**config.mk**
```make
export PLATFORM = sky130hd
export DESIGN_NAME = eo_pair_packer
export DESIGN_NICKNAME = d
export VERILOG_FILES = /design/src/rtl/eo_pkg.sv /design/src/rtl/eo_sat_counter.sv /design/src/rtl/eo_pair_packer.sv
export SDC_FILE = /design/constraint.sdc
export NUM_CORES = 1
export LEC_CHECK = 0
export BUFFER_PORTS_ARGS = -buffer_cell sky130_fd_sc_hd__clkbuf_2
export CAP_MARGIN = 15
export CORE_ASPECT_RATIO = 1.25
export CORE_MARGIN = 2
export CORE_UTILIZATION = 45
export CTS_CLUSTER_SIZE = 25
export DETAILED_ROUTE_END_ITERATION = 10
export GPL_TIMING_DRIVEN = 0
export PLACE_DENSITY = 0.7
export SETUP_SLACK_MARGIN = 0.2
export SYNTH_ARGS = -nofsm -noshare
export SYNTH_HDL_FRONTEND = slang
export SYNTH_SLANG_ARGS = --single-unit
export TNS_END_PERCENT = 100
```
**constraint.sdc**
```tcl
create_clock -name clk -period 2 [get_ports clk]
set_input_delay 0.1 -clock clk [delete_from_list [all_inputs] [get_ports clk]]
set_output_delay 0.1 -clock clk [all_outputs]
set_load 0.02 [all_outputs]
```
**src/rtl/eo_pkg.sv**
```systemverilog
// Shared types for the even/odd pair packer.
//   state_e : packer FSM states
//   pair_t  : packed output word, odd byte in the upper half
//   BYTE_W  : upstream byte width
//   PAIR_W  : packed pair width
package eo_pkg;

    localparam int unsigned BYTE_W = 8;
    localparam int unsigned PAIR_W = 16;

    typedef enum logic [2:0] {
        S_REQ_E,
        S_CAP_E,
        S_REQ_O,
        S_CAP_O,
        S_HOLD
    } state_e;

    typedef struct packed {
        logic [BYTE_W-1:0] odd;
        logic [BYTE_W-1:0] even;
    } pair_t;

endpackage

```
**src/rtl/eo_sat_counter.sv**
```systemverilog
// Up-counter with an enable and a saturate-versus-wrap select.
//   clk   : clock
//   reset : asynchronous active-low reset, clears the count
//   en    : count one on this clock edge
//   sat   : 1 = hold at all-ones, 0 = wrap to zero
//   count : current count
module eo_sat_counter #(
    parameter int unsigned W = 8
) (
    input  logic         clk,
    input  logic         reset,
    input  logic         en,
    input  logic         sat,
    output logic [W-1:0] count
);

    logic [W-1:0] count_q, count_d;

    always_comb begin
        count_d = count_q;
        if (en && !(sat && (&count_q))) begin
            count_d = count_q + W'(1);
        end
    end

    always_ff @(posedge clk or negedge reset) begin
        if (!reset) begin
            count_q <= '0;
        end else begin
            count_q <= count_d;
        end
    end

    assign count = count_q;

endmodule

```
**src/rtl/eo_pair_packer.sv**
```systemverilog
// Reads bytes from the even/odd interleaving stage one at a time (even, odd,
// even, odd ...), packs each pair into {odd, even} and offers it on a
// valid/ready interface. Every byte's LSB is checked against its class.
//   clk        : clock
//   reset      : asynchronous active-low reset
//   src_avail  : upstream has a byte of the class wanted next
//   src_r_en   : one-cycle read pulse to upstream
//   src_d_in   : upstream registered byte, valid the cycle after src_r_en
//   pair_valid : packed pair offered
//   pair_ready : downstream accepts the pair
//   pair_data  : {odd_byte, even_byte}
//   pair_err   : offered pair has a class mismatch
//   pair_count : pairs accepted downstream (wraps)
//   err_count  : mismatched pairs seen (saturates)
// Build option: define EO_PAIR_DROP_ERR_EN to drop mismatched pairs instead of
// presenting them; pair_err is then always 0.
module eo_pair_packer
    import eo_pkg::*;
#(
    parameter int unsigned CNT_W = 16,
    parameter int unsigned ERR_W = 8
) (
    input  logic              clk,
    input  logic              reset,
    input  logic              src_avail,
    output logic              src_r_en,
    input  logic [BYTE_W-1:0] src_d_in,
    output logic              pair_valid,
    input  logic              pair_ready,
    output logic [PAIR_W-1:0] pair_data,
    output logic              pair_err,
    output logic [CNT_W-1:0]  pair_count,
    output logic [ERR_W-1:0]  err_count
);

    state_e            state_q, state_d;
    logic [BYTE_W-1:0] even_q, even_d;
    logic              e_bad_q, e_bad_d;
    pair_t             pair_q, pair_d;
    logic              pair_err_q, pair_err_d;
    logic              pair_valid_q, pair_valid_d;
    logic              mismatch;
    logic              pair_acc;
    logic              err_inc;

    // Even byte must have LSB 0, odd byte LSB 1.
    assign mismatch = e_bad_q | ~src_d_in[0];
    assign pair_acc = (state_q == S_HOLD) && pair_valid_q && pair_ready;
    assign err_inc  = (state_q == S_CAP_O) && mismatch;

    // Gated by reset so no read escapes while upstream is also held in reset.
    assign src_r_en = reset && src_avail && ((state_q == S_REQ_E) || (state_q == S_REQ_O));

    always_comb begin
        state_d      = state_q;
        even_d       = even_q;
        e_bad_d      = e_bad_q;
        pair_d       = pair_q;
        pair_err_d   = pair_err_q;
        pair_valid_d = pair_valid_q;
        unique case (state_q)
            S_REQ_E: begin
                if (src_avail) state_d = S_CAP_E;
            end
            S_CAP_E: begin
                even_d  = src_d_in;
                e_bad_d = src_d_in[0];
                state_d = S_REQ_O;
            end
            S_REQ_O: begin
                if (src_avail) state_d = S_CAP_O;
            end
            S_CAP_O: begin
`ifdef EO_PAIR_DROP_ERR_EN
                if (mismatch) begin
                    state_d = S_REQ_E;
                end else begin
                    pair_d       = '{odd: src_d_in, even: even_q};
                    pair_err_d   = 1'b0;
                    pair_valid_d = 1'b1;
                    state_d      = S_HOLD;
                end
`else
                pair_d       = '{odd: src_d_in, even: even_q};
                pair_err_d   = mismatch;
                pair_valid_d = 1'b1;
                state_d      = S_HOLD;
`endif
            end
            S_HOLD: begin
                if (pair_acc) begin
                    pair_valid_d = 1'b0;
                    state_d      = S_REQ_E;
                end
            end
            default: state_d = S_REQ_E;
        endcase
    end

    always_ff @(posedge clk or negedge reset) begin
        if (!reset) begin
            state_q      <= S_REQ_E;
            even_q       <= '0;
            e_bad_q      <= 1'b0;
            pair_q       <= '0;
            pair_err_q   <= 1'b0;
            pair_valid_q <= 1'b0;
        end else begin
            state_q      <= state_d;
            even_q       <= even_d;
            e_bad_q      <= e_bad_d;
            pair_q       <= pair_d;
            pair_err_q   <= pair_err_d;
            pair_valid_q <= pair_valid_d;
        end
    end

    assign pair_valid = pair_valid_q;
    assign pair_data  = pair_q;
    assign pair_err   = pair_err_q;

    eo_sat_counter #(
        .W(CNT_W)
    ) u_pair_cnt (
        .clk  (clk),
        .reset(reset),
        .en   (pair_acc),
        .sat  (1'b0),
        .count(pair_count)
    );

    eo_sat_counter #(
        .W(ERR_W)
    ) u_err_cnt (
        .clk  (clk),
        .reset(reset),
        .en   (err_inc),
        .sat  (1'b1),
        .count(err_count)
    );

endmodule

```
==> results.py <==
metrics = {
    "global_route": {
        "grt_max_degree": 33,
        "grt_pass1_vias": 1477,
        "grt_pass1_wl_um": 6590,
        "grt_overflow": 0,
        "antenna_found_initial": 0,
        "grtUsageTotal": 0.158,
    },
    "routing": {
        "ant_nets": 0,
        "dr.first_iter.drc_count": 28,
        "first_pass_iters": 4,
        "drt-total-wl_um": 4030,
        "drc_errors": 0,
        "routedWlPerCell_um": 13.6,
        "via_per_inst": 5.13,
        "vias": 1518,
    },
    "clock_network": {
        "htree_levels": 2,
        "numCtsBuffers": 5,
        "tritoncts": "yes",
        "clockBufferDepth": 2,
        "cts.sinks": 53,
        "clk_pin_slew_worst_paths_ns": 0.09,
        "clock_latency_ns": 0.29,
        "cts_root_buffer": "clkbuf_8",
    },
    "sta": {
        "slew_violations": 0,
        "tightestPinTransition_ns": 0.982,
        "timing.setup.tns_ns": 0,
        "clock.fmax_mhz": 578,
        "hold_viol": 0,
        "finClkSkew_ns": 0.00402,
        "rsz0062_at_grt": "no",
        "min_period_ns": 1.73,
        "fin_crit_sh": 0.866,
        "slew_headroom": 0.343,
        "holdWs_ns": 0.0467,
        "setup_viol": 0,
    },
    "yosys": {
        "synthSimpleGateAreaFrac": 0.134,
        "syn_area_um2": 2190,
        "yosysSeqAreaShare": 0.606,
        "ys_warn_count": 0,
        "synthArstFlopShare": 1.00,
        "synthFlopType": "dfrtp_1",
        "synthMuxAreaShare": 0.134,
        "synth.area.top_cells": "dfrtp_1, mux2_2, xnor2_1, xor2_1, nand4_1",
        "synth_cell_types": 27,
        "yosys_register_bits": 53,
        "avgSynthCellArea_um2": 13.0,
        "synth-edff-count": 0,
        "synth-adder-area-share": 0.0114,
        "synth_top_area_share": 0.606,
        "synth-compound-area-share": 0.0177,
        "synth_top_cell_by_area": "dfrtp_1",
        "synth_top_family_by_area": "simple AND/OR/NAND/NOR gates",
        "synth_xor_area_frac": 0.0880,
        "syn_inst": 168,
        "synth_nets": 182,
    },
    "outcome": {
        "status": "complete, no violations",
    },
    "floorplan": {
        "fp.dieH_um": 82.0,
        "dieWidth_um": 66.4,
        "io_pins": 55,
        "die_area_um2": 5440,
        "floorplan.initialDensity": 0.466,
        "core_area_um2": 4690,
        "rows": 28,
    },
    "finish": {
        "drive_gt1_frac": 0.428,
        "final_cell_mix": "clkbuf_2, dfrtp_1, mux2_2, xnor2_1, nand2_1",
        "final_nets": 250,
        "fill_cells": 424,
        "area_growth_pct": 23.8,
        "mostFrequentLayoutCell": "clkbuf_2",
        "final_area_um2": 2710,
        "finish.utilization": 0.577,
        "n_antenna_cell": 0,
    },
    "min_path": {
        "hp-class": "primary input to flip-flop",
    },
    "power": {
        "p_leak_nw": 1.29,
        "peakVddDrop_uv": 757,
        "powerDensity_nw_per_um2": 1370,
    },
    "worst_setup_path": {
        "critPathRequiredTime_ns": 2.19,
        "crit_type": "flip-flop to flip-flop",
        "cp_max_fo": 4,
        "startpoint_type": "flip-flop",
        "critPathCaptureType": "flip-flop",
        "r2r_slack_ns": 0.27,
        "arrival_ns": 1.92,
    },
    "placed_design": {
        "detailed_place_hpwl_um": 2900,
        "place.gp.congestion": 0.699,
        "placed_cell_area_um2": 2550,
        "io_buffers": 54,
    },
    "run": {
        "cap_violations": 0,
    },
}
[layer usage]
layer  up-vias  share of wire  global-route usage
met3         4          0.044              0.0356
met2        40           0.50               0.268
met5         -              0                   0
met1       756           0.44               0.197
met4         0          0.011              0.0612
li1        718              -                   -
[kinds of logic (layout without fill, tap and decap cells)]
| logic type | after synthesis | count (layout) |
|---|---|---|
| flip-flops | 53 | 53 |
| AND/OR/NAND/NOR | 53 | 53 |
| multiplexers | 26 | 26 |
| XOR/XNOR | 22 | 22 |
| AO/OA/AOI/OAI | 7 | 7 |
| buffers and inverters | 5 | 73 |
| adder cells (fa/ha/maj) | 2 | 2 |
[final cells by class]
class	count	area [um^2]	share of cell area
Multi-Input combinational cell	110	855	0.315
Timing Repair Buffer	61	340	0.126
Buffer	3	16.3	0.00600
Clock buffer	7	86.3	0.0319
Sequential cell	53	1330	0.491
Inverter	2	7.51	0.00277
Tap cell	60	75.1	0.0277
[critical path: stages (launching register included)]
cell	delay (ns)
dfrtp_2	0.41
or3b_4	0.43
buf_4	0.16
nor2_1	0.26
mux2_2	0.37
[power breakdown]
group	internal [mW]	switching, mW	total (mW)	leakage, nW
Combinational	0.635	0.769	1.40	0.591
Clock	0.275	0.310	0.585	0.0443
Sequential	1.45	0.261	1.71	0.656
Total	2.36	1.34	3.70	1.29
[synth_stat cells, types with 2 or more instances]
cell type,instances
and2_1,2
nand2_1,13
nor2_1,9
nand4_1,8
mux2_2,26
dfrtp_1,53
xor2_1,7
inv_1,2
nand3_1,5
a21oi_1,3
and3_1,3
clkbuf_1,2
ha_1,2
or3_1,3
nor3_1,2
xnor2_1,15
o21ai_0,3
[repair_timing]
action	CTS	global route
endpoints found under the setup margin	9	12
buffers inserted	4	0
hold buffers	2	0
resized for setup	4	4
hold endpoints to repair	22	0
pin swaps	3	2
[worst paths after layout]
kind,from,end,cells after the start
max,state_q[1],u_pair_cnt.count[1],4
min,src_d_in[6],pair_data[14],2
max reg2reg,state_q[1],u_pair_cnt.count[1],4
min reg2reg,u_pair_cnt.count[15],u_pair_cnt.count[15],1
max in group asynchronous,reset,state_q[2],2
min in group asynchronous,reset,u_pair_cnt.count[3],3
[registers in the layout (all words and copies together), names as in the netlist]
signal / cells
u_err_cnt.count: 8
pair_err: 1
state_q: 3
pair_data: 16
pair_valid: 1
even_q: 8
u_pair_cnt.count: 16
[per-stage QoR]
step                power [mW]  instances  worst slack, ns
floorplan                 2.62        168            0.240
global placement          3.04        282            0.149
detailed placement        3.10        283           0.0998
CTS                       3.75        296            0.221
global route              3.94        296            0.201
finish                    3.70        296            0.269
Power figures use the tool's default switching activity.
